--- src/rtl/sched_pkg.sv ---
// Shared constants, FSM state type and operand-dependency helper for the issue scheduler.
package sched_pkg;

    localparam int NUM_SLOTS = 4;

    localparam int OP_LO   = 6;
    localparam int SRC1_LO = 4;
    localparam int SRC2_LO = 2;
    localparam int DEST_LO = 0;

    localparam int DEF_LAT_OP0 = 1;
    localparam int DEF_LAT_OP1 = 1;
    localparam int DEF_LAT_OP2 = 2;
    localparam int DEF_LAT_OP3 = 4;

    typedef enum logic [1:0] {
        IDLE   = 2'd0,
        EXEC   = 2'd1,
        RETIRE = 2'd2
    } sched_state_e;

    // Operand fields only ({src1, src2, dest}); true on any RAW, WAW or WAR conflict.
    function automatic logic dependsOn(input logic [5:0] youngOps, input logic [5:0] oldOps);
        logic [1:0] ySrc1, ySrc2, yDest, oSrc1, oSrc2, oDest;
        ySrc1 = youngOps[SRC1_LO +: 2];
        ySrc2 = youngOps[SRC2_LO +: 2];
        yDest = youngOps[DEST_LO +: 2];
        oSrc1 = oldOps[SRC1_LO +: 2];
        oSrc2 = oldOps[SRC2_LO +: 2];
        oDest = oldOps[DEST_LO +: 2];
        return (oDest == ySrc1) || (oDest == ySrc2) || (oDest == yDest)
            || (oSrc1 == yDest) || (oSrc2 == yDest);
    endfunction

endpackage

--- src/rtl/sched_hazard_check.sv ---
// Combinational hazard screen: a tracked slot is blocked by any older tracked slot it conflicts with.
module sched_hazard_check
    import sched_pkg::*;
(
    input  logic [NUM_SLOTS*8-1:0]              i_instr_flat,
    input  logic [NUM_SLOTS-1:0]                i_tracked,
    input  logic [NUM_SLOTS-1:0][NUM_SLOTS-1:0] i_older,
    output logic [NUM_SLOTS-1:0]                o_blocked
);

    logic [NUM_SLOTS*2-1:0] w_unused_ops;

    for (genvar k = 0; k < NUM_SLOTS; k++) begin : g_ops
        assign w_unused_ops[2*k +: 2] = i_instr_flat[8*k + OP_LO +: 2];
    end

    always_comb begin
        o_blocked = '0;
        for (int i = 0; i < NUM_SLOTS; i++) begin
            for (int j = 0; j < NUM_SLOTS; j++) begin
                if (i != j && i_tracked[i] && i_tracked[j] && i_older[i][j]
                    && dependsOn(i_instr_flat[8*i +: 6], i_instr_flat[8*j +: 6])) begin
                    o_blocked[i] = 1'b1;
                end
            end
        end
    end

endmodule

--- src/rtl/instr_issue_scheduler.sv ---
// Single-issue, oldest-first scheduler with one multi-cycle execution unit.
// Optional performance counters are enabled by defining SCHED_PERF_CNT_EN.
module instr_issue_scheduler
    import sched_pkg::*;
#(
    parameter int LAT_OP0 = DEF_LAT_OP0,
    parameter int LAT_OP1 = DEF_LAT_OP1,
    parameter int LAT_OP2 = DEF_LAT_OP2,
    parameter int LAT_OP3 = DEF_LAT_OP3
) (
    input  logic        clk,
    input  logic        reset_n,
    input  logic [31:0] instr_flat_in,
    input  logic [3:0]  valid_in,
    output logic [3:0]  retire_onehot,
    output logic        issue_valid,
    output logic [1:0]  issue_slot,
    output logic [7:0]  issue_instr,
    output logic        busy
`ifdef SCHED_PERF_CNT_EN
    ,
    output logic [15:0] issued_cnt,
    output logic [15:0] stall_cnt
`endif
);

    if (LAT_OP0 < 1 || LAT_OP0 > 15 || LAT_OP1 < 1 || LAT_OP1 > 15 ||
        LAT_OP2 < 1 || LAT_OP2 > 15 || LAT_OP3 < 1 || LAT_OP3 > 15) begin : g_bad_lat
        $error("instr_issue_scheduler: every LAT_OPx must lie in 1..15");
    end

    sched_state_e                          r_state;
    logic [NUM_SLOTS-1:0]                  r_valid_q;
    logic [NUM_SLOTS-1:0][NUM_SLOTS-1:0]   r_older;
    logic [3:0]                            r_cnt;
    logic [1:0]                            r_slot;
    logic [7:0]                            r_instr;
    logic                                  r_issue_valid;
    logic [3:0]                            r_retire;

    logic [NUM_SLOTS-1:0] w_tracked, w_new, w_inflight, w_blocked, w_ready, w_pick;
    logic [1:0]           w_pick_slot;
    logic                 w_pick_any;
    logic [7:0]           w_pick_instr;
    logic [3:0]           w_pick_lat;

    assign w_tracked  = valid_in & r_valid_q;
    assign w_new      = valid_in & ~r_valid_q;
    assign w_inflight = (r_state != IDLE) ? (4'b0001 << r_slot) : 4'b0000;
    assign w_ready    = w_tracked & ~w_blocked & ~w_inflight;

    sched_hazard_check u_hazard (
        .i_instr_flat (instr_flat_in),
        .i_tracked    (w_tracked),
        .i_older      (r_older),
        .o_blocked    (w_blocked)
    );

    always_comb begin
        w_pick      = '0;
        w_pick_slot = '0;
        for (int i = 0; i < NUM_SLOTS; i++) begin
            w_pick[i] = w_ready[i] & ~|(w_ready & r_older[i]);
        end
        for (int i = NUM_SLOTS - 1; i >= 0; i--) begin
            if (w_pick[i]) w_pick_slot = 2'(i);
        end
        w_pick_any   = |w_pick;
        w_pick_instr = instr_flat_in[8*w_pick_slot +: 8];
        case (w_pick_instr[OP_LO +: 2])
            2'b00:   w_pick_lat = 4'(LAT_OP0 - 1);
            2'b01:   w_pick_lat = 4'(LAT_OP1 - 1);
            2'b10:   w_pick_lat = 4'(LAT_OP2 - 1);
            default: w_pick_lat = 4'(LAT_OP3 - 1);
        endcase
    end

    // Age matrix: a newcomer is younger than everything already tracked, and simultaneous
    // newcomers are ordered by index; any slot leaving the queue loses its row and column.
    always_ff @(posedge clk or negedge reset_n) begin
        if (!reset_n) begin
            r_valid_q <= '0;
            r_older   <= '0;
        end else begin
            r_valid_q <= valid_in;
            for (int i = 0; i < NUM_SLOTS; i++) begin
                for (int j = 0; j < NUM_SLOTS; j++) begin
                    if (i == j || !(valid_in[i] && valid_in[j])) begin
                        r_older[i][j] <= 1'b0;
                    end else if (w_new[i]) begin
                        r_older[i][j] <= r_valid_q[j] | (w_new[j] && (j < i));
                    end
                end
            end
        end
    end

    always_ff @(posedge clk or negedge reset_n) begin
        if (!reset_n) begin
            r_state       <= IDLE;
            r_cnt         <= '0;
            r_slot        <= '0;
            r_instr       <= '0;
            r_issue_valid <= 1'b0;
            r_retire      <= '0;
        end else begin
            r_issue_valid <= 1'b0;
            r_retire      <= '0;
            case (r_state)
                IDLE: begin
                    if (w_pick_any) begin
                        r_slot        <= w_pick_slot;
                        r_instr       <= w_pick_instr;
                        r_cnt         <= w_pick_lat;
                        r_issue_valid <= 1'b1;
                        r_state       <= EXEC;
                    end
                end
                EXEC: begin
                    // The queue withdrew the in-flight entry, so drop it without retiring.
                    if (!valid_in[r_slot]) begin
                        r_state <= IDLE;
                    end else if (r_cnt == 4'd0) begin
                        r_retire <= 4'b0001 << r_slot;
                        r_state  <= RETIRE;
                    end else begin
                        r_cnt <= r_cnt - 4'd1;
                    end
                end
                RETIRE:  r_state <= IDLE;
                default: r_state <= IDLE;
            endcase
        end
    end

    assign retire_onehot = r_retire;
    assign issue_valid   = r_issue_valid;
    assign issue_slot    = r_slot;
    assign issue_instr   = r_instr;
    assign busy          = (r_state != IDLE);

`ifdef SCHED_PERF_CNT_EN
    logic [15:0] r_issued_cnt, r_stall_cnt;

    always_ff @(posedge clk or negedge reset_n) begin
        if (!reset_n) begin
            r_issued_cnt <= '0;
            r_stall_cnt  <= '0;
        end else begin
            if (r_issue_valid && r_issued_cnt != 16'hFFFF) r_issued_cnt <= r_issued_cnt + 16'd1;
            if (r_state == IDLE && |w_tracked && !(|w_ready) && r_stall_cnt != 16'hFFFF)
                r_stall_cnt <= r_stall_cnt + 16'd1;
        end
    end

    assign issued_cnt = r_issued_cnt;
    assign stall_cnt  = r_stall_cnt;
`endif

endmodule

--- config.mk ---
export PLATFORM = sky130hd
export DESIGN_NAME = instr_issue_scheduler
export DESIGN_NICKNAME = d
export VERILOG_FILES = /design/src/rtl/sched_pkg.sv /design/src/rtl/sched_hazard_check.sv /design/src/rtl/instr_issue_scheduler.sv
export SDC_FILE = /design/constraint.sdc
export NUM_CORES = 1
export LEC_CHECK = 0
export ABC_AREA = 1
export CORE_MARGIN = 8
export CORE_UTILIZATION = 49
export CTS_CLUSTER_SIZE = 28
export DETAILED_ROUTE_END_ITERATION = 10
export GPL_ROUTABILITY_DRIVEN = 0
export PLACE_DENSITY = 0.78
export SLEW_MARGIN = 0
export SYNTH_ARGS = -nofsm -noshare
export SYNTH_HDL_FRONTEND = slang
export SYNTH_SLANG_ARGS = --single-unit
--- constraint.sdc ---
create_clock -name clk -period 2.2 [get_ports clk]
set_clock_uncertainty 0.2 [all_clocks]
set_input_delay 0.44 -clock clk [delete_from_list [all_inputs] [get_ports clk]]
set_output_delay 0.44 -clock clk [all_outputs]
set_load 0.02 [all_outputs]
# After elaboration in Yosys (flattened, before gate mapping)
# Cells that the tools add are included.
# totals
register_bits	37
input_bits	38
output_inout_bits	16
wordCells	279
# classes
add_sub_neg	1
magnitude_cmp	1
n_eq_ne	79
n_shift	2
muxes	57
n_bitwise	18
n_reduce_logical	102
# op_table
op	count
equality test 2 bit	60
logical OR 1 bit	48
2-to-1 mux 1 bit	39
logical AND 1 bit	36
indexed part select 32 x 6 -> 8 bit	1
!= test 2 bit, second input constant	15
AND 4 bit	7
2-to-1 mux 4 bit	7
OR reduction 4 bit	5
2-to-1 mux 2 bit	7
inverter 4 bit	3
case mux 2 bit (2 select lines)	2
case mux 4 bit (2 select lines)	1
AND 1 bit	4
AND 4 x 3 -> 4 bit	1
equality test 2 x 1 -> 1 bit, second input constant	2
logical NOT 1 bit	4
logical NOT 2 bit	2
logical NOT 4 bit	1
AND reduction 2 bit	2
AND reduction 4 bit	1
nonzero test 2 bit	2
left shift 1 x 2 -> 4 bit, first input constant	1
subtractor 4 x 1 -> 4 bit, second input constant	1
other kinds (6)	8

# Logic depth before layout (Yosys ltp)
# depth
word_depth	26
ltp_mapped	23

# Cells and area by module
# From an unflattened synthesis, not the netlist that was laid out.
# hier_totals
hier_cells	506
hier_area_um2	3206.8
# by_module_without_submodules
module	n_inst	cells_per_inst	area_per_inst_um2	seq_area_each_um2
instr_issue_scheduler	1	269	2038.2	925.9
sched_hazard_check	1	237	1168.6	0.0

# Least setup slack after synthesis
# Ideal clock, no wire load.
# synth_path
path_kind	input -> register
start	in instr_flat_in[17]
end	reg r_instr[0], in the netlist issue_instr[0]
arrival_time_ns	2.072
required_ns	1.884
slack_ns	-0.189
path_stages	22
n_path_buf	3
path_cell_list	buf_6 inv_4 nand2_2 nand2_1 nand2_1 nand3_1 nor2_1 nor2_1 nor2_1 nand2_1 a21oi_2 nand2_2 nand2_2 nand2_4 nand2_2 buf_6 buf_6 a21oi_2 o21ai_1 nand2_1 nand2_1 nand2_1
# synth_via
elab_chain_cells	20
# synth_rtl
item	line	rtl
start, declared	instr_issue_scheduler.sv:13	input logic [31:0] instr_flat_in,
equality test 2 bit, on equally long branches	sched_pkg.sv:31, sched_pkg.sv:32	
logical OR 1 bit	sched_pkg.sv:31	return (oDest == ySrc1) || (oDest == ySrc2) || (oDest == yDest)
logical OR 1 bit, on equally long branches	sched_pkg.sv:32, sched_pkg.sv:31	
logical OR 1 bit	sched_pkg.sv:32	|| (oSrc1 == yDest) || (oSrc2 == yDest);
logical AND 1 bit / logical OR 1 bit (equally long branches)	sched_hazard_check.sv:22, sched_pkg.sv:32	
2-to-1 mux 1 bit / logical AND 1 bit (equally long branches)	sched_hazard_check.sv:21, sched_hazard_check.sv:22	
2-to-1 mux 1 bit (2 in series)	sched_hazard_check.sv:21	if (i != j && i_tracked[i] && i_tracked[j] && i_older[i][j]
inverter 4 bit *	instr_issue_scheduler.sv:50	assign w_ready = w_tracked & ~w_blocked & ~w_inflight;
AND 4 bit * (2 in series)	instr_issue_scheduler.sv:50	
AND 4 x 3 -> 4 bit	instr_issue_scheduler.sv:63	w_pick[i] = w_ready[i] & ~|(w_ready & r_older[i]);
OR reduction 4 bit	instr_issue_scheduler.sv:63	
logical NOT 1 bit	instr_issue_scheduler.sv:63	
AND 1 bit	instr_issue_scheduler.sv:63	
2-to-1 mux 2 bit (4 in series)	instr_issue_scheduler.sv:66	if (w_pick[i]) w_pick_slot = 2'(i);
indexed part select 32 x 6 -> 8 bit	instr_issue_scheduler.sv:69	w_pick_instr = instr_flat_in[8*w_pick_slot +: 8];
end signal, assigned	instr_issue_scheduler.sv:113	r_instr <= w_pick_instr;
end, declared	instr_issue_scheduler.sv:37	logic [7:0] r_instr;
# Mark *: on every way between the ends. The rest lies on a longest branch, timed or not.
# A chain may end at the register's enable or synchronous reset.

# Worst setup path in the final report
# layout_path
start	in instr_flat_in[9]
end	reg r_instr[2], in the netlist issue_instr[2]
# layout_via
elab_chain_cells	21
# layout_rtl
item	line	rtl
equality test 2 bit	sched_pkg.sv:31, sched_pkg.sv:32	
logical OR 1 bit (2 in series)	sched_pkg.sv:31	
logical OR 1 bit (2 in series)	sched_pkg.sv:32	
logical AND 1 bit	sched_hazard_check.sv:22	&& dependsOn(i_instr_flat[8*i +: 6], i_instr_flat[8*j +: 6])) begin
2-to-1 mux 1 bit (3 in series)	sched_hazard_check.sv:21	
inverter 4 bit *	instr_issue_scheduler.sv:50	
AND 4 bit * (2 in series)	instr_issue_scheduler.sv:50	
AND 4 x 3 -> 4 bit	instr_issue_scheduler.sv:63	
OR reduction 4 bit	instr_issue_scheduler.sv:63	
logical NOT 1 bit	instr_issue_scheduler.sv:63	
AND 1 bit	instr_issue_scheduler.sv:63	
2-to-1 mux 2 bit (4 in series)	instr_issue_scheduler.sv:66	
indexed part select 32 x 6 -> 8 bit	instr_issue_scheduler.sv:69	
# Marks and branches as above.

==> parameters.txt <==
Parameter                              Value

Global route
  First-pass GRT wire length ... around 20000 um
  GR Overflow Total ... 0
  Largest net degree at the start of global routing ... 38
  Via count of the first global-routing pass ... 4199
  GRT Util Overall ... between 20% and 30%
  Initial antenna violation count ... 0

Logic synthesis
  Top cells by area in the synthesized netlist ... sky130_fd_sc_hd__dfrtp_1 (30%), sky130_fd_sc_hd__nand2_1 (24%), sky130_fd_sc_hd__nand3_1 (6.1%)
  Number of enable flip-flop cells after synthesis ... 0
  Synth Net Count ... 535
  Cells after Synth ... around 500
  Most frequent cells after synthesis ... sky130_fd_sc_hd__nand2_1 (203), sky130_fd_sc_hd__inv_1 (47), sky130_fd_sc_hd__nand3_1 (38), sky130_fd_sc_hd__dfrtp_1 (37), sky130_fd_sc_hd__nor2_1 (35)
  Proportion of synthesized flip-flops having asynchronous set or reset ... 100.0%
  Cell taking the most area after synthesis ... sky130_fd_sc_hd__dfrtp_1
  Average cell area after synthesis ... 6.296 um2
  Total standard cell area after synthesis ... 3123 um2
  Distinct cells, synth ... 33
  Syn. warnings ... 0
  Portion of the post-synthesis area used by sequential elements ... 29.65%
  Share of the synthesized area in the top cell type ... 29.65%
  Primary FF master, synth ... sky130_fd_sc_hd__dfrtp_1
  Most frequently used cell type in the post-synthesis netlist ... sky130_fd_sc_hd__nand2_1
  Flip-flop and latch count after synthesis ... 37

Worst setup path
  Element type at the critical path end ... register
  Sort of element at the start of the critical path ... input pin
  Critical path start-end classification ... in2reg
  Worst path arrival time ... ~2800 ps
  Slowest library cell on the worst path ... sky130_fd_sc_hd__xnor2_1
  Top fanout value on the critical path ... 8
  Most frequent CP cell ... sky130_fd_sc_hd__nand2_1
  Required time at the worst-slack endpoint ... 2230 ps
  Delay contributed by the slowest stage of the critical path ... 240 ps
  Number of cells on the worst reg-to-reg path ... 17
  R2r setup slk ... -490 ps
  Ordered cell list for the critical path ... buf_6 > buf_8 > xnor2_1 > nand2_1 > nand2_2 > nor2_4 > nor2_2 > nor2_2 > nand3_1 > nand2_2 > nor2_4 > inv_1 > nand2_4 > nand3_4 > buf_8 > a21oi_4 > o21ai_2 > nand2_1 > nand2_1 > nand2_1

Layout
  Post-route cell area ... a little over 5000 um2
  Area growth from synthesis to layout ... 64.66%
  Number of diodes added for antenna fixing ... 0
  Net count, final ... 671
  # fillers ... 354
  Proportion of layout cells with a drive suffix above 1 ... between 40% and 50%

Clock network
  H-tree levels ... 2
  CTS sink cnt ... 37
  TritonCTS clock tree ... yes
  Clock buffer count from CTS ... 5
  Insertion delay to the later sink of the worst-skew pair ... 300 ps
  Maximum count of clock buffers along a single path ... 2
  Cell chosen for the clock root ... sky130_fd_sc_hd__clkbuf_8
  Number of hold buffers added after cts ... 0
  Clock-pin slew on the worst setup and hold paths ... approximately 70 ps

Placement
  Final HPWL DP ... 7784 um
  Port Buffer Count ... 53
  Worst slack at placement ... -999.4 ps
  Total placed instance area ... between 4000 and 5000 um2

Status
  Violated checks ... negative hold slack, negative setup slack
  Run status ... finished with violations

Timing
  Worst setup margin ... -523.7 ps
  Setup repair after global routing missed its margin ... true
  Setup violation total in the final timing report ... 16
  Worst Max-Slew Pin Slew ... 681.9 ps
  Endpoints failing hold ... 18
  Minimum clock period ... 2724 ps
  Max-slew violation total from the final report ... 0
  Highest clock frequency the design can meet ... between 300 and 400 MHz
  Post-route fraction of the period consumed by the critical path ... 123.8%
  Tightest hold margin ... -14.25 ps
  Slew margin rel. ... 54.06%

Power and ir drop
  Share of total power in sequential cells ... 24.4%
  Total power density per cell area ... 776.0 nW/um2
  Internal cell power ... 0.002199 W
  Comb pwr share ... 63.2%
  Worst ir drop on vdd ... around 0.75 mV
  Part of the power in the clock network ... 12.4%
  Static leakage ... 2.590 nW
  Share of total power consumed by net switching ... between 40% and 50%
  Net switching power of the design ... roughly 0.0018 W

Detailed routing
  Total wire length after detailed routing ... roughly 14000 um
  DRC marker count from the first detailed-route iteration ... ~450
  Routed Antenna Nets ... 0
  # DRC ... 0
  Via count ... between 4000 and 5000
  Via density ... roughly 6
  Final routed wire length divided by cell count ... 20.10 um
  Detailed-router iteration count before antenna repair ... 5

Die
  Top-Level Pins ... 54
  Effective utilization at floorplan ... around 50%
  Die H ... about 96 um
  Die area ... 9184 um2
  Width of the die ... 95.84 um
  Number of rows in the core area ... 29
  Core Region ... 6241 um2

Job
  Number of max-cap violations ... 0

Worst hold path
  Hold crit path type ... in2async
worst paths after layout:
kind                                             from                         end
setup / recovery                     instr_flat_in[9]  issue_instr[2]$_DFFE_PN0P_
hold / removal                                reset_n      r_older[8]$_DFFE_PN0P_
setup reg to reg            issue_slot[0]$_DFFE_PN0P_  issue_instr[2]$_DFFE_PN0P_
hold reg to reg            issue_instr[3]$_DFFE_PN0P_  issue_instr[3]$_DFFE_PN0P_
max in group asynchronous                     reset_n        r_cnt[3]$_DFFE_PN0P_
min in group clk           issue_instr[3]$_DFFE_PN0P_  issue_instr[3]$_DFFE_PN0P_
critical path, delay by kind of cell:
family / cells / cell delay, ps
AOI/OAI and AO/OA: 2 / 220
and+or+nand+nor: 13 / 1350
xor gates and xnor gates: 1 / 240
buffers and inverters: 4 / 510
metrics by stage:
step	power [W]	TNS, ps	util, %	instances
floorplan	0.002028	-1484	-	496
global placement	0.002734	-14210	67.72	682
detailed placement	0.002789	-15020	67.72	682
CTS	0.003614	-2258	77.81	705
global route	0.004177	-7681	82.40	709
finish	0.003990	-6190	82.40	709
timing repair:
action	CTS	global route
setup buffers	10	5
cloned	6	0
endpoints found under the setup margin	17	17
pin swaps	80	51
resized for setup	246	66
final cells by class:
class	count	area, um2	area share, %
Sequential cell	37	925.9	18.00
Clock buffer	7	86.33	1.679
Inverter	59	271.5	5.280
Tap cell	77	96.34	1.873
Timing Repair Buffer	142	1385	26.93
Timing Repair inverter	1	7.507	0.1460
Multi-Input combinational cell	386	2370	46.08
cell families (layout without fill, tap and decap cells):
group | after synthesis | after routing | synth area share (%)
xor+xnor | 19 | 19 | 5.329
buf+inv | 73 | 209 | 11.70
compound gates | 58 | 58 | 11.26
simple gates | 308 | 308 | 41.67
fa+ha+maj | 1 | 1 | 0.4006
flops | 37 | 37 | 29.65
state kept, by name (all words and copies together), names as in the netlist:
register       count
issue_instr        8
issue_slot         2
issue_valid        1
r_cnt              4
r_older           12
r_state            2
r_valid_q          4
retire_onehot      4
per-layer routing:
metal	track usage, %	part of all wire [%]	up-vias
li1	-	-	1821
met1	29.45	33	1952
met2	48.40	48	389
met3	5.304	9.1	152
met4	21.64	9.8	0
met5	0	0	-
power by group through the flow:
stage | logic, W | clock network (W) | registers (W)
after global routing | 0.00267 | 0.000521 | 0.000988
after floorplan | 0.000950 | 0 | 0.00108
final | 0.00252 | 0.000494 | 0.000974
after detailed placement | 0.00182 | 0 | 0.000965
after CTS | 0.00218 | 0.000482 | 0.000954
after global placement | 0.00177 | 0 | 0.000963
placed cells by master, fill, tap and decap left out, drive strengths merged, types with 8 or more instances in the layout:
cell,Yosys,layout
o21ai,26,26
xnor2,19,19
a21oi,21,21
buf,14,113
clkdlybuf4s50,0,23
nand2,214,214
dfrtp,37,37
nor2,44,44
inv,56,56
nand3,39,39
clkbuf,0,8
(Power assumes the default switching activity.)
